===== src/rtl/pc_unit_if.sv =====
// Fetch-side bundle for the program-counter unit: control inputs from decode
// and branch-compare, PC and exception outputs toward fetch and trap logic.
interface pc_unit_if #(parameter int XLEN = 32);
   logic            advance;
   logic            redirect_valid;
   logic [XLEN-1:0] redirect_pc;
   logic [XLEN-1:0] imm;
   logic [XLEN-1:0] rs1_data;
   logic            is_branch;
   logic            is_jal;
   logic            is_jalr;
   logic            branch_taken;
   logic            is_compressed;
   logic [XLEN-1:0] pc;
   logic            pc_valid;
   logic [XLEN-1:0] pc_link;
   logic            exc_valid;
   logic [XLEN-1:0] exc_pc;
   logic [XLEN-1:0] exc_tval;
   logic            halted;

   modport master (
      output advance, redirect_valid, redirect_pc, imm, rs1_data,
             is_branch, is_jal, is_jalr, branch_taken, is_compressed,
      input  pc, pc_valid, pc_link, exc_valid, exc_pc, exc_tval, halted
   );

   modport slave (
      input  advance, redirect_valid, redirect_pc, imm, rs1_data,
             is_branch, is_jal, is_jalr, branch_taken, is_compressed,
      output pc, pc_valid, pc_link, exc_valid, exc_pc, exc_tval, halted
   );
endinterface


===== src/rtl/pc_unit.sv =====
// Registered PC generator: picks the next fetch address, traps misaligned
// targets to a fixed vector and halts after too many back-to-back faults.
module pc_unit #(
   parameter int              XLEN             = 32,
   parameter logic [XLEN-1:0] RESET_VECTOR     = 32'h0000_0000,
   parameter logic [XLEN-1:0] TRAP_VECTOR      = 32'h0000_0100,
   parameter int              IALIGN           = 32,
   parameter int              MAX_NESTED_TRAPS = 2
) (
   input logic       clk,
   input logic       rst,
   pc_unit_if.slave  bus
);
   localparam int NW = $clog2(MAX_NESTED_TRAPS + 1);

   typedef enum logic [1:0] {BOOT, RUN, TRAP, HALTED} state_t;

   state_t          state_q, state_nxt;
   logic [XLEN-1:0] pc_q, pc_nxt;
   logic [XLEN-1:0] exc_pc_q, exc_pc_nxt;
   logic [XLEN-1:0] exc_tval_q, exc_tval_nxt;
   logic [NW-1:0]   nest_q, nest_nxt, nest_inc;

   logic [XLEN-1:0] len, seq_pc, jalr_t, target;
   logic            misal, step;

   always_comb begin
      len    = (IALIGN == 16 && bus.is_compressed) ? XLEN'(2) : XLEN'(4);
      seq_pc = pc_q + len;
      jalr_t = (bus.rs1_data + bus.imm) & ~XLEN'(1);
      if (bus.redirect_valid)                   target = bus.redirect_pc;
      else if (bus.is_jalr)                     target = jalr_t;
      else if (bus.is_jal)                      target = pc_q + bus.imm;
      else if (bus.is_branch && bus.branch_taken) target = pc_q + bus.imm;
      else                                      target = seq_pc;
      misal    = (IALIGN == 16) ? target[0] : (target[1:0] != 2'b00);
      step     = bus.redirect_valid | bus.advance;
      nest_inc = nest_q + 1'b1;
   end

   always_comb begin
      state_nxt    = state_q;
      pc_nxt       = pc_q;
      exc_pc_nxt   = exc_pc_q;
      exc_tval_nxt = exc_tval_q;
      nest_nxt     = nest_q;
      case (state_q)
         BOOT: state_nxt = RUN;
         RUN: begin
            if (step) begin
               if (!misal) begin
                  pc_nxt   = target;
                  nest_nxt = '0;
               end else begin
                  exc_pc_nxt   = pc_q;
                  exc_tval_nxt = target;
                  pc_nxt       = TRAP_VECTOR;
                  nest_nxt     = nest_inc;
                  state_nxt    = (nest_inc == NW'(MAX_NESTED_TRAPS)) ? HALTED : TRAP;
               end
            end
         end
         // one-cycle fetch bubble; redirects are deliberately dropped here
         TRAP:    state_nxt = RUN;
         HALTED:  state_nxt = HALTED;
         default: state_nxt = BOOT;
      endcase
   end

   always_ff @(posedge clk or posedge rst) begin
      if (rst) begin
         state_q    <= BOOT;
         pc_q       <= RESET_VECTOR;
         exc_pc_q   <= '0;
         exc_tval_q <= '0;
         nest_q     <= '0;
      end else begin
         state_q    <= state_nxt;
         pc_q       <= pc_nxt;
         exc_pc_q   <= exc_pc_nxt;
         exc_tval_q <= exc_tval_nxt;
         nest_q     <= nest_nxt;
      end
   end

   assign bus.pc        = pc_q;
   assign bus.pc_link   = seq_pc;
   assign bus.pc_valid  = (state_q == RUN);
   assign bus.exc_valid = (state_q == TRAP);
   assign bus.halted    = (state_q == HALTED);
   assign bus.exc_pc    = exc_pc_q;
   assign bus.exc_tval  = exc_tval_q;

`ifndef SYNTHESIS
   always @(posedge clk) begin
      if (!rst && state_q == RUN &&
          ((IALIGN == 16) ? pc_q[0] : (pc_q[1:0] != 2'b00)))
         $fatal(1, "pc_unit: misaligned pc %h while valid", pc_q);
      if (!rst && state_q == RUN && bus.advance === 1'b1 &&
          $isunknown({bus.redirect_valid, bus.is_branch, bus.is_jal,
                      bus.is_jalr, bus.branch_taken, bus.is_compressed}))
         $fatal(1, "pc_unit: unknown control inputs while advancing");
   end
`endif
endmodule


===== src/flat_wrapper.sv =====
// flat-port wrapper written by rule: the top's interface ports become plain ports
module pc_unit_flat 
#(
   parameter int              XLEN             = 32,
   parameter logic [XLEN-1:0] RESET_VECTOR     = 32'h0000_0000,
   parameter logic [XLEN-1:0] TRAP_VECTOR      = 32'h0000_0100,
   parameter int              IALIGN           = 32,
   parameter int              MAX_NESTED_TRAPS = 2
)
  (clk, rst, bus_advance, bus_redirect_valid, bus_redirect_pc, bus_imm, bus_rs1_data, bus_is_branch, bus_is_jal, bus_is_jalr, bus_branch_taken, bus_is_compressed, bus_pc, bus_pc_valid, bus_pc_link, bus_exc_valid, bus_exc_pc, bus_exc_tval, bus_halted);
  pc_unit_if #(.XLEN(XLEN)) bus_i ();
  input logic clk;
  input logic rst;
  input wire logic [$bits(bus_i.advance)-1:0] bus_advance;
  input wire logic [$bits(bus_i.redirect_valid)-1:0] bus_redirect_valid;
  input wire logic [$bits(bus_i.redirect_pc)-1:0] bus_redirect_pc;
  input wire logic [$bits(bus_i.imm)-1:0] bus_imm;
  input wire logic [$bits(bus_i.rs1_data)-1:0] bus_rs1_data;
  input wire logic [$bits(bus_i.is_branch)-1:0] bus_is_branch;
  input wire logic [$bits(bus_i.is_jal)-1:0] bus_is_jal;
  input wire logic [$bits(bus_i.is_jalr)-1:0] bus_is_jalr;
  input wire logic [$bits(bus_i.branch_taken)-1:0] bus_branch_taken;
  input wire logic [$bits(bus_i.is_compressed)-1:0] bus_is_compressed;
  output wire logic [$bits(bus_i.pc)-1:0] bus_pc;
  output wire logic [$bits(bus_i.pc_valid)-1:0] bus_pc_valid;
  output wire logic [$bits(bus_i.pc_link)-1:0] bus_pc_link;
  output wire logic [$bits(bus_i.exc_valid)-1:0] bus_exc_valid;
  output wire logic [$bits(bus_i.exc_pc)-1:0] bus_exc_pc;
  output wire logic [$bits(bus_i.exc_tval)-1:0] bus_exc_tval;
  output wire logic [$bits(bus_i.halted)-1:0] bus_halted;
  assign bus_i.advance = bus_advance;
  assign bus_i.redirect_valid = bus_redirect_valid;
  assign bus_i.redirect_pc = bus_redirect_pc;
  assign bus_i.imm = bus_imm;
  assign bus_i.rs1_data = bus_rs1_data;
  assign bus_i.is_branch = bus_is_branch;
  assign bus_i.is_jal = bus_is_jal;
  assign bus_i.is_jalr = bus_is_jalr;
  assign bus_i.branch_taken = bus_branch_taken;
  assign bus_i.is_compressed = bus_is_compressed;
  assign bus_pc = bus_i.pc;
  assign bus_pc_valid = bus_i.pc_valid;
  assign bus_pc_link = bus_i.pc_link;
  assign bus_exc_valid = bus_i.exc_valid;
  assign bus_exc_pc = bus_i.exc_pc;
  assign bus_exc_tval = bus_i.exc_tval;
  assign bus_halted = bus_i.halted;
  pc_unit #(.XLEN(XLEN), .RESET_VECTOR(RESET_VECTOR), .TRAP_VECTOR(TRAP_VECTOR), .IALIGN(IALIGN), .MAX_NESTED_TRAPS(MAX_NESTED_TRAPS)) u_core (.clk(clk), .rst(rst), .bus(bus_i));
endmodule

===== config.mk =====
export PLATFORM = sky130hd
export DESIGN_NAME = pc_unit_flat
export DESIGN_NICKNAME = d
export VERILOG_FILES = /design/src/rtl/pc_unit_if.sv /design/src/rtl/pc_unit.sv /design/src/flat_wrapper.sv
export SDC_FILE = /design/constraint.sdc
export NUM_CORES = 1
export LEC_CHECK = 0
export CAP_MARGIN = 15
export CELL_PAD_IN_SITES_DETAIL_PLACEMENT = 0
export CELL_PAD_IN_SITES_GLOBAL_PLACEMENT = 2
export CORE_UTILIZATION = 31
export CTS_BUF_LIST = sky130_fd_sc_hd__clkbuf_8
export DETAILED_ROUTE_END_ITERATION = 8
export PLACE_DENSITY_LB_ADDON = 0.1
export SLEW_MARGIN = 25
export SYNTH_ARGS = -nofsm -noshare
export SYNTH_HDL_FRONTEND = slang
export SYNTH_SLANG_ARGS = --single-unit

===== constraint.sdc =====
create_clock -name clk -period 6.55 [get_ports clk]
set_input_delay 1.31 -clock clk [delete_from_list [all_inputs] [get_ports clk]]
set_output_delay 1.31 -clock clk [all_outputs]
set_load 0.03 [all_outputs]

==> results of run 1 <==
-- worst min path at each step --
stage                                     start                     to  slack (ps)  depth (start not counted)
after floorplan                u_core.nest_q[0]       u_core.nest_q[0]         450                          1
after global placement    u_core.bus.exc_pc[16]  u_core.bus.exc_pc[16]         450                          2
after detailed placement  u_core.bus.exc_pc[16]  u_core.bus.exc_pc[16]         460                          2
after CTS                 u_core.bus.exc_pc[16]  u_core.bus.exc_pc[16]         480                          2
after global routing      u_core.bus.exc_pc[12]  u_core.bus.exc_pc[12]         500                          2
final                     u_core.bus.exc_pc[22]  u_core.bus.exc_pc[22]         470                          2
-- stage by stage --
step	util [%]	setup slack (ps)	cells
floorplan	-	2620	1029
global placement	42.0	1450	1562
detailed placement	42.0	1440	1562
CTS	42.9	1540	1577
global route	42.9	1300	1578
finish	42.9	1540	1578
-- layer usage --
metal	vias up	GRT usage, %
met3	18	1.83
met1	3896	34.5
met5	-	0
li1	4131	-
met4	0	5.11
met2	214	34.8
-- flip-flops by register name, indices dropped and copies added, names as in the netlist --
register,flops
u_core.nest_q,2
u_core.bus.pc,32
u_core.bus.exc_pc,32
u_core.state_q,2
u_core.bus.exc_tval,32
-- cells by family (layout without fill, tap and decap cells) --
kind of cell	Yosys count	after routing	share of synthesized area (%)
adders and majority gates	65	65	9.86
buffers and inverters	74	287	3.78
AOI/OAI and AO/OA	323	323	26.1
and+or+nand+nor	366	366	19.5
other	0	1	0
DFF	100	100	29.8
muxes	18	18	2.37
xor gates and xnor gates	83	83	8.65
-- worst min-delay path, stage by stage, from the launching register on --
cell	delay, ps
dfrtp_1	350
nand2_1	50
nand2_1	40
-- power groups by stage --
stage / Sequential (mW) / Clock (mW) / Combinational (mW)
after CTS: 1.22 / 0.481 / 2.89
after global routing: 1.26 / 0.504 / 3.09
after detailed placement: 1.23 / 0 / 2.89
after floorplan: 1.59 / 0 / 1.33
after global placement: 1.23 / 0 / 2.89
final: 1.22 / 0.467 / 2.90
-- area by class of cell --
| type | count | area, sq um | area share (%) |
|---|---|---|---|
| repair buffers | 244 | 2420 | 21.4 |
| clock inverters | 5 | 101 | 0.897 |
| flip-flops and latches | 100 | 2500 | 22.1 |
| well taps | 335 | 419 | 3.71 |
| diodes | 1 | 2.50 | 0.0221 |
| clock buffers | 10 | 138 | 1.22 |
| multi-input cells | 855 | 5610 | 49.7 |
| inverters | 28 | 108 | 0.952 |
-- cells in the mapped netlist (all sizes together), types with 13 or more instances --
library cell / count / share of area (%)
o21ai: 66 / 4.1
nand2: 197 / 8.8
a22o: 15 / 1.6
a211oi: 19 / 2.1
nor3: 14 / 0.83
clkbuf: 35 / 1.6
inv: 27 / 1.2
a31oi: 16 / 1.8
xnor2: 51 / 5.3
o31ai: 13 / 1.3
nor2: 74 / 3.3
xor2: 32 / 3.3
nand3: 19 / 1.1
ha: 63 / 9.4
a21o: 21 / 1.9
dfrtp: 100 / 30
a21oi: 101 / 6.1
-- cell usage in the layout (no fill, tap or decap), types with 11 or more instances in the layout --
cell type and n:
clkdlybuf4s50_1 234, nand2_1 195, dfrtp_1 100, a21oi_1 97
nor2_1 74, ha_1 63, o21ai_0 56, xnor2_1 51
xor2_1 32, inv_1 27, a21o_1 21, nand3_1 19
nor3_1 14, a22o_1 14, a211oi_1 13, nor2b_1 11
nand4_1 11, a31oi_1 11
==> out/qor.yml, run 1 <==
critPathMaxStageDelay_ps: 740
wl_met3_um: 1160
design_area_sq_um: 11300
nets: 1408
setup_tns_ps: 0
post_cts_buffers: 0
initial_core_util_pct: 31.9
met2_length_um: 13800
grt_max_degree: 57
fillers: 2741
cts_buffers: 9
critPathMaxFanout: 7
place.detailed.hpwl_um: 26000
cp.depth: 9
cts.clk_slew.worst_paths_ps: 90
min_period_ps: 5010
combinationalPowerShare_pct: 63.3
root_buffer: "clkbuf_8"
grt_overflow: 0
globalplace.congestion: 0.857
postSynthAreaPerCell_sq_um: 8.17
hold_viol_final: 0
yosys_most_used_dff: "dfrtp_1"
finalSetupViolCount: 0
via_count: 8259
crit_path_start_kind: "flop"
crit_chain: "ha_1, nand3_1, nor2_1, nand3_1, or2_2, nor2_1, nand3_1, xnor2_1, clkdlybuf4s50_1"
required_ps: 5240
drive_above_1_share_pct: 6.60
grt_pass1_wl_um: 48400
cp.arrival_ps: 3700
drt_iter0_markers: 503
syn_inst: 1029
switching_share_pct: 49.1
clk_latency_ps: 360
wl_per_cell_um: 20.1
ant_nets: 0
rsz0062_at_grt: "false"
worstMarginPinSlew_ps: 992
grt_usage_pct: 22.8
cap_violations: 0
cp_slowest_cell: "clkdlybuf4s50_1"
hp-class: "flop to flop"
ys_types: 81
max_freq_mhz: 199
ys_seq_elements: 100
h-tree-depth: 3
p_per_area_nw_per_um2: 405
cts_tree: "yes"
post_cts_resized: 0
syn_area_sq_um: 8400
antenna_found_initial: 1
max-slew-margin-rel_pct: 33.6
synth-edff-count: 0
core_sq_um: 26400
cts.sinks: 100
dpl-instance-area_sq_um: 11100
fin_skew_ps: 8.74
viasPerCell: 5.23
leakage_nw: 4.82
rr_worst_depth: 12
endpoint: "bus_pc_link[26]"
hold-worst-slack_ps: 472
r2r_end: "u_core.bus.pc[30]"
chipHeight_um: 167
first_global_vias: 8021
r2r_slack_ps: 2860
clockPowerShare_pct: 10.2
vdd_ir_drop_max_uv: 126
min_period_over_period_pct: 76.5
synth-async-reset-ratio_pct: 100
power.total_mw: 4.58
power.internal_mw: 2.33
totalWireLength_um: 31800
wirelength_met1_um: 16500
crit_top_cell: "nand3_1"
p_sw_mw: 2.25
r2r-start: "u_core.bus.pc[0]"
die_w_um: 167
slew_violations: 0
p_seq_share_pct: 26.6
pin_count: 236
rows: 59
synth_warnings: 0
port_buffers: 234
area_delta_synth_final_pct: 34.5
worstPathBufferInverterCount: 1
cp-startpoint: "u_core.bus.pc[3]"
syn_nets: 1199
top_layer_used: "met4"
outcome: "finished clean"
ctsLongestPathBuffers: 2
crit_path_end_kind: "primary output"
critical-path-top-delay-family: "simple AND/OR/NAND/NOR gates"
ys_seq_area_share_pct: 29.8
die_area_sq_um: 27800
crit_type: "flop to primary output"
cts-hold-fix-buffers: 0
first_pass_iters: 6
post-route-drc-count: 0
No activity file was read; power rests on OpenSTA's default activity.
==> inputs of run 2 (changes only) <==
Settings changed: CORE_UTILIZATION 31 to 29.
Clock period 6.55 ns to 4.75 ns, I/O delays scaled along.
==> run 2 against run 1 <==
Net effect:
- final cell count increased by 4.0%
- power is 38% higher
- clock skew rose by 3.7 ps
- worst hold slack about the same
- first-iteration DRC count increased by 5.2%
- via count is 0.76% higher
- count of clock-buffer cells in the layout is 1 lower
- core utilization shrank 2.1 points
- global-route usage is 0.81 points lower
- clock power up 26%
- sequential cell count stayed put
- highest routed layer unchanged
==> out/qor.yml, run 2 (synthesis gave the netlist of run 1 again) <==
p_per_area_nw_per_um2: 549
p_seq_share_pct: 25.8
p_sw_mw: 3.11
cts_tree: "yes"
slew_violations: 0
critPathMaxStageDelay_ps: 750
drt_iter0_markers: 529
finalSetupViolCount: 0
post-route-drc-count: 0
pin_count: 236
power.internal_mw: 3.18
cts-hold-fix-buffers: 0
crit_chain: "ha_1, nand3_1, nor2_1, nand3_1, or2_2, nor2_1, nand3_1, xnor2_1, clkdlybuf4s50_1"
grt_max_degree: 60
post_cts_buffers: 0
vdd_ir_drop_max_uv: 154
via_count: 8322
required_ps: 3800
critical-path-top-delay-family: "simple AND/OR/NAND/NOR gates"
chipHeight_um: 172
rows: 61
port_buffers: 234
ctsLongestPathBuffers: 2
drive_above_1_share_pct: 8.00
grt_usage_pct: 21.9
nets: 1427
wl_per_cell_um: 19.9
clockPowerShare_pct: 9.4
area_delta_synth_final_pct: 36.5
die_area_sq_um: 29700
globalplace.congestion: 0.881
core_sq_um: 28200
max_freq_mhz: 222
critPathMaxFanout: 7
leakage_nw: 4.90
cp_slowest_cell: "clkdlybuf4s50_1"
viasPerCell: 5.07
ant_nets: 0
setup_tns_ps: 0
clk_latency_ps: 370
layout_common_cells: "clkdlybuf4s50_1, nand2_1, dfrtp_1"
fin_util_pct: 40.7
place.detailed.hpwl_um: 26800
post_cts_resized: 0
cts.clk_slew.worst_paths_ps: 90
cp.arrival_ps: 3550
max-slew-margin-rel_pct: 51.0
crit_path_start_kind: "flop"
grt_pass1_wl_um: 48200
hold-worst-slack_ps: 472
crit_path_end_kind: "primary output"
hold_viol_final: 0
root_buffer: "clkbuf_8"
cts_buffers: 9
cts.sinks: 100
initial_core_util_pct: 29.8
min_period_over_period_pct: 94.8
final_common_cell: "clkdlybuf4s50_1"
cap_violations: 0
min_period_ps: 4500
totalWireLength_um: 32600
first_pass_iters: 4
switching_share_pct: 49.4
first_global_vias: 7905
outcome: "finished clean"
crit_top_cell: "nand3_1"
grt_overflow: 0
h-tree-depth: 3
combinationalPowerShare_pct: 64.8
hp-class: "flop to flop"
antenna_found_initial: 1
die_w_um: 172
rsz0062_at_grt: "false"
crit_type: "flop to primary output"
fin_skew_ps: 12.4
worstMarginPinSlew_ps: 735
worstPathBufferInverterCount: 1
run 2: cell types whose count changed in the layout (fill, tap and decap cells not counted):
cell | previous run | this run
inv_6 | 0 | 1
bufinv_16 | 3 | 2
clkinv_4 | 0 | 1
inv_1 | 27 | 28
clkbuf_8 | 10 | 9
buf_4 | 10 | 29
run 2: power groups by stage:
stage / clock network (mW) / logic, mW / registers, mW
3_3_place_gp: 0 / 4.09 / 1.64
2_1_floorplan: 0 / 1.83 / 2.19
3_5_place_dp: 0 / 4.08 / 1.64
4_1_cts: 0.608 / 4.09 / 1.63
6_report: 0.590 / 4.08 / 1.62
5_1_grt: 0.642 / 4.40 / 1.68
run 2: cell type report:
| cell class | count | area [sq um] |
|---|---|---|
| Sequential cell | 100 | 2500 |
| Inverter | 28 | 108 |
| Clock inverter | 7 | 92.6 |
| Tap cell | 378 | 473 |
| Timing Repair Buffer | 263 | 2560 |
| Clock buffer | 9 | 124 |
| Fill cell | 2901 | 16700 |
| Antenna cell | 1 | 2.50 |
| Multi-Input combinational cell | 855 | 5610 |
run 2: final timing paths:
check	from	endpoint	slack, ps	cells past startpoint
setup / recovery	u_core.bus.pc[2]	bus_pc_link[26]	250	9
hold / removal	u_core.bus.exc_pc[20]	u_core.bus.exc_pc[20]	470	2
setup reg to reg	u_core.bus.pc[13]	u_core.bus.pc[28]	1170	12
hold reg to reg	u_core.bus.exc_pc[20]	u_core.bus.exc_pc[20]	470	2
max in group asynchronous	rst	u_core.bus.exc_pc[19]	2880	3
min in group asynchronous	rst	u_core.bus.exc_pc[31]	1050	2
run 2: worst min-delay path, cell delays in order, from the launching register on:
cell     delay (ps)
dfrtp_1         350
nand2_1          50
nand2_1          50
run 2: routing by layer:
layer  wire length (um)  global-route usage, %
met5                  0                      0
met4                372                   4.54
met3               1500                   1.79
met2              14100                   33.3
met1              16600                   33.4
run 2: per-stage QoR:
step           cells  power (mW)  instance area, sq um  worst slack [ps]
2_1_floorplan   1029        4.02                  8400              1180
3_3_place_gp    1624        5.73                 11300               203
3_5_place_dp    1624        5.72                 11300               199
4_1_cts         1640        6.33                 11500               300
5_1_grt         1641        6.71                 11500               154
6_report        1641        6.30                 11500               246
==> RTL change 1, RTL diff (config.mk and constraints of run 2) <==
`MAX_NESTED_TRAPS` is set to 2 in 2 places; all go to 1.
--- a/src/rtl/pc_unit.sv
+++ b/src/rtl/pc_unit.sv
@@ -5,7 +5,7 @@
    parameter logic [XLEN-1:0] RESET_VECTOR     = 32'h0000_0000,
    parameter logic [XLEN-1:0] TRAP_VECTOR      = 32'h0000_0100,
    parameter int              IALIGN           = 32,
-   parameter int              MAX_NESTED_TRAPS = 2
+   parameter int              MAX_NESTED_TRAPS = 1
 ) (
    input logic       clk,
    input logic       rst,
--- a/src/flat_wrapper.sv
+++ b/src/flat_wrapper.sv
@@ -5,7 +5,7 @@
    parameter logic [XLEN-1:0] RESET_VECTOR     = 32'h0000_0000,
    parameter logic [XLEN-1:0] TRAP_VECTOR      = 32'h0000_0100,
    parameter int              IALIGN           = 32,
-   parameter int              MAX_NESTED_TRAPS = 2
+   parameter int              MAX_NESTED_TRAPS = 1
 )
   (clk, rst, bus_advance, bus_redirect_valid, bus_redirect_pc, bus_imm, bus_rs1_data, bus_is_branch, bus_is_jal, bus_is_jalr, bus_branch_taken, bus_is_compressed, bus_pc, bus_pc_valid, bus_pc_link, bus_exc_valid, bus_exc_pc, bus_exc_tval, bus_halted);
   pc_unit_if #(.XLEN(XLEN)) bus_i ();
Check against the original RTL: not equivalent (Yosys sat finds a counterexample within 4 cycles, from zero or initial values and one cycle with rst high).
==> RTL change 1 against run 2 <==
Combinational power up 2%; area after synthesis grew 3.2%; cell area increased by 1.8%; wire length increased by 9.7%; worst hold slack improved by 13 ps; worst setup slack better by 190 ps; critical path depth shrank 3; sequential cell count decreased by 1; sequential power is 2% lower; power rose by 1.8%.
==> RTL change 1: results (changes against run 2) <==
[setup_path]
timing.rr.start=u_core.bus.pc[0]  ; was u_core.bus.pc[13]
cp.arrival_ps=3360  ; was 3550 ps
path_max_fanout=8  ; was 7
reg2regPathDepth=11  ; was 12
crit_path_max_incr_delay_ps=780  ; was 750 ps
r2r_end=u_core.bus.pc[30]  ; was u_core.bus.pc[28]
reg2reg_slack_ps=1120  ; was 1170 ps

[synth]
synth.distinct_cells=81  ; unchanged
synth.area.top_cells=dfrtp_1 29%, ha_1 8.9%, nand2_1 5.9%  ; was dfrtp_1 30%, ha_1 9.4%, nand2_1 8.8%
yosysWarnings=0  ; unchanged
yosysSeqAreaShare_pct=28.6  ; was 29.8%
synth_nets=1222  ; was 1199
syn-instance-count=1053  ; was 1029
synth_commonest_cells=136 x nand2_1, 99 x dfrtp_1, 90 x a21oi_1  ; was 196 x nand2_1, 100 x dfrtp_1, 98 x a21oi_1

[global_route]
use_met2_pct=33.8  ; was 33.3%
use_met1_pct=35.2  ; was 33.4%
track_usage_pct=23.1  ; was 21.9%
grt_pass1_wl_microns=52800  ; was 48200 microns
grt_pass1_vias=8349  ; was 7905
grt_use_met3_pct=3.79  ; was 1.79%
antenna_found_initial=1  ; unchanged
grt_max_degree=75  ; was 60

[hold_path]
worstHoldPathType=reg2reg  ; unchanged
min_from=u_core.bus.exc_tval[5]  ; was u_core.bus.exc_pc[20]
whs_endpoint=u_core.bus.exc_tval[5]  ; was u_core.bus.exc_pc[20]

[run_status]
status=finished clean  ; unchanged

[detailed_routing]
drt_iter0_markers=671  ; was 529
wl_per_cell_microns=21.7  ; was 19.9 microns
dr.pass1.iters=5  ; was 4
routed_wl_microns=35800  ; was 32600 microns
vias=8713  ; was 8322

[placed_design]
dp_cells=1633  ; was 1624
gp_congestion=0.894  ; was 0.881
place_hpwl_microns=29000  ; was 26800 microns
port_buffers=234  ; unchanged

[cells_and_area]
nFillCells=3060  ; was 2901
final_nets=1429  ; was 1427
drive_gt1_share_pct=7.91  ; was 8.00%
num_antenna_cells=0  ; was 1

[power]
p_switching_mw=3.21  ; was 3.11 mW
leakage_nw=4.88  ; was 4.90 nW
ir_worst_vdd_uv=338  ; was 154 uV

[timing]
slew_headroom_pct=52.3  ; was 51.0%
finClkSkew_ps=14.9  ; was 12.4 ps
holdWs_ps=485  ; was 472 ps

[cts]
htree_levels=3  ; unchanged
clkTransAtPathRegs_ps=110  ; was 90 ps

-- RTL change 1: cell types whose count changed after synthesis, sizes merged, moves of 7 or more --
| cell | before | now |
|---|---|---|
| buf | 11 | 20 |
| and3 | 8 | 15 |
| nand4 | 11 | 25 |
| a22o | 15 | 7 |
| o21ai | 66 | 83 |
| a21oi | 101 | 93 |
| nand2 | 197 | 136 |
| mux2 | 12 | 36 |
| xor2 | 32 | 21 |
-- RTL change 1: area by class of cell --
cell class	instances	area, sq um	share of cell area, %
clock buffer	9	124	1.06
clock inverter	7	124	1.06
inverter	26	103	0.878
multi-input combinational	867	5850	50.1
sequential	99	2480	21.2
tap	384	480	4.11
timing repair buffer	257	2530	21.6
-- RTL change 1: worst max-delay path by stage --
stage	start	endpoint	slack, ps	depth (start not counted)
2_1_floorplan	rst	u_core.bus.exc_pc[0]	1210	1
3_3_place_gp	bus_imm[0]	u_core.bus.pc[26]	370	12
3_5_place_dp	bus_imm[0]	u_core.bus.exc_tval[26]	370	12
4_1_cts	u_core.bus.pc[5]	bus_pc_link[18]	450	6
5_1_grt	u_core.bus.pc[5]	bus_pc_link[18]	300	6
6_report	u_core.bus.pc[5]	bus_pc_link[18]	440	6
-- RTL change 1: power groups by stage --
stage / Clock [mW] / Sequential (mW) / Combinational [mW]
2_1_floorplan: 0 / 2.12 / 1.86
3_3_place_gp: 0 / 1.59 / 4.15
3_5_place_dp: 0 / 1.58 / 4.14
4_1_cts: 0.683 / 1.58 / 4.17
5_1_grt: 0.710 / 1.63 / 4.45
6_report: 0.664 / 1.58 / 4.17
-- RTL change 1: through the flow --
stage               area, sq um  utilization, %  worst slack, ps
finish                    11700            40.2              439
global route              11700            40.2              296
CTS                       11700            40.2              447
detailed placement        11400            39.3              366
global placement          11400            39.3              374
floorplan                  8670               -             1210
-- RTL change 1: metal layers --
metal | vias up | share of wire (%)
li1 | 4295 | -
met1 | 4129 | 51
met2 | 267 | 42
met3 | 22 | 6.3
met4 | 0 | 1.5
met5 | - | 0
-- RTL change 1: logic make-up (layout without fill, tap and decap cells) --
kind of cell	count (synthesis)	count (layout)	share of synthesized area, %
compound gates	348	348	26.4
simple gates	340	340	18.7
flops	99	99	28.6
buf+inv	87	299	4.11
xor+xnor	73	73	7.46
fa+ha+maj	64	64	9.41
mux	42	42	5.37
-- RTL change 1: worst max-delay path, delay by kind of cell, from the launching register on --
family,cells,cell delay [ps]
buffers and inverters,1,780
XOR/XNOR,1,270
flip-flops,1,620
AND/OR/NAND/NOR,4,1310
==> RTL change 2, RTL diff (config.mk and constraints of run 2) <==
Made on the original files. Re-encode `state_t` (4 states) as Gray code, 2 bits wide.
--- a/src/rtl/pc_unit.sv
+++ b/src/rtl/pc_unit.sv
@@ -13,7 +13,7 @@
 );
    localparam int NW = $clog2(MAX_NESTED_TRAPS + 1);
 
-   typedef enum logic [1:0] {BOOT, RUN, TRAP, HALTED} state_t;
+   typedef enum logic [1:0] {BOOT = 2'b00, RUN = 2'b01, TRAP = 2'b11, HALTED = 2'b10} state_t;
 
    state_t          state_q, state_nxt;
    logic [XLEN-1:0] pc_q, pc_nxt;
Check against the original RTL: same outputs for any inputs over 4 cycles, from zero or initial values and one cycle with rst high; so few cycles prove little.
==> RTL change 2 against run 2 <==
Fmax is 4.4% higher; register-to-register slack better by 90 ps; worst setup slack better by 190 ps; largest power group unchanged; largest cell class unchanged; power is 0.79% lower; synthesized cell count is 7.3% higher; sequential cell count stayed put; cell area is 6.1% higher; critical path depth is 3 lower; area after synthesis is 7.9% higher; wire length is 17% higher.
==> RTL change 2: results (changes against run 2) <==
[run_status]
status=finished clean  ; unchanged

[setup_path]
cp.arrival_ps=3360  ; was 3550 ps
reg2regPathDepth=10  ; was 12
reg2reg_slack_ps=1260  ; was 1170 ps
crit_end=bus_pc_link[28]  ; was bus_pc_link[26]
timing.rr.start=u_core.bus.pc[0]  ; was u_core.bus.pc[13]
path_max_fanout=9  ; was 7

[synth]
synth_commonest_cells=139 x nand2_1, 100 x dfrtp_1, 96 x a21oi_1  ; was 196 x nand2_1, 100 x dfrtp_1, 98 x a21oi_1
synthXorXnorAreaFrac_pct=6.26  ; was 8.65%
syn-instance-count=1104  ; was 1029
yosysWarnings=0  ; unchanged
synth_compound_area_share_pct=27.2  ; was 26.1%
yosysSeqAreaShare_pct=27.6  ; was 29.8%
synth_nets=1277  ; was 1199
synth.distinct_cells=78  ; was 81

[global_route]
antenna_found_initial=3  ; was 1
use_met1_pct=35.2  ; was 33.4%
track_usage_pct=23.6  ; was 21.9%
grt_use_met3_pct=2.78  ; was 1.79%
grt_max_degree=80  ; was 60
grt_pass1_vias=9092  ; was 7905
grt_pass1_wl_microns=56100  ; was 48200 microns

[detailed_routing]
wl_met1_microns=18600  ; was 16600 microns
top_layer=met5  ; was met4
wl_met3_microns=2350  ; was 1500 microns
drt_iter0_markers=703  ; was 529
wl_met2_microns=16500  ; was 14100 microns
wl_per_cell_microns=22.0  ; was 19.9 microns
routed_wl_microns=38000  ; was 32600 microns
viasPerCell=5.54  ; was 5.07

[cells_and_area]
final_nets=1493  ; was 1427
multi_input_area_share_pct=51.2  ; was 48.9%
clock_tree_area_fraction_pct=1.96  ; was 1.89%
buffers=264  ; was 263
flops_and_latches=100  ; unchanged
final_area_sq_mm=0.0122  ; was 0.0115 sq mm
nFillCells=3223  ; was 2901
buf_share_pct=21.3  ; was 22.3%
sh_seq_area_pct=20.5  ; was 21.8%
n_all_inverters=28  ; unchanged

[power]
power_mw=6.25  ; was 6.30 mW
ir_worst_vdd_uv=174  ; was 154 uV
p_seq_mw=1.56  ; was 1.62 mW
switching_share_pct=49.2  ; was 49.4%
comb_power_mw=4.04  ; was 4.08 mW

[timing]
finClkSkew_ps=5.81  ; was 12.4 ps
timing.fmax_mhz=232  ; was 222 MHz

[placed_design]
dp_cells=1705  ; was 1624
gp_congestion=0.874  ; was 0.881
place_hpwl_microns=30900  ; was 26800 microns

[floorplanning]
die-area_sq_mm=0.0320  ; was 0.0297 sq mm

==> RTL change 2: worst min-delay path by stage <==
stage               cells after the start  slack [ps]                    start                      end
global route                            2         500  u_core.bus.exc_tval[28]  u_core.bus.exc_tval[28]
CTS                                     2         490     u_core.bus.exc_pc[2]     u_core.bus.exc_pc[2]
floorplan                               1         450         u_core.nest_q[0]         u_core.nest_q[0]
detailed placement                      2         470     u_core.bus.exc_pc[2]     u_core.bus.exc_pc[2]
global placement                        2         460  u_core.bus.exc_tval[22]  u_core.bus.exc_tval[22]
finish                                  2         480   u_core.bus.exc_tval[2]   u_core.bus.exc_tval[2]
==> RTL change 2: worst register-to-register path, cell delays in order (launching register included) <==
cell and delay [ps]:
dfrtp_1 470, ha_1 260, fa_1 410, a21o_1 230, a221oi_1 340, o211ai_1 210
a2111oi_2 520, nor2_1 150, a311oi_1 350, o221ai_1 250, o21ai_0 210
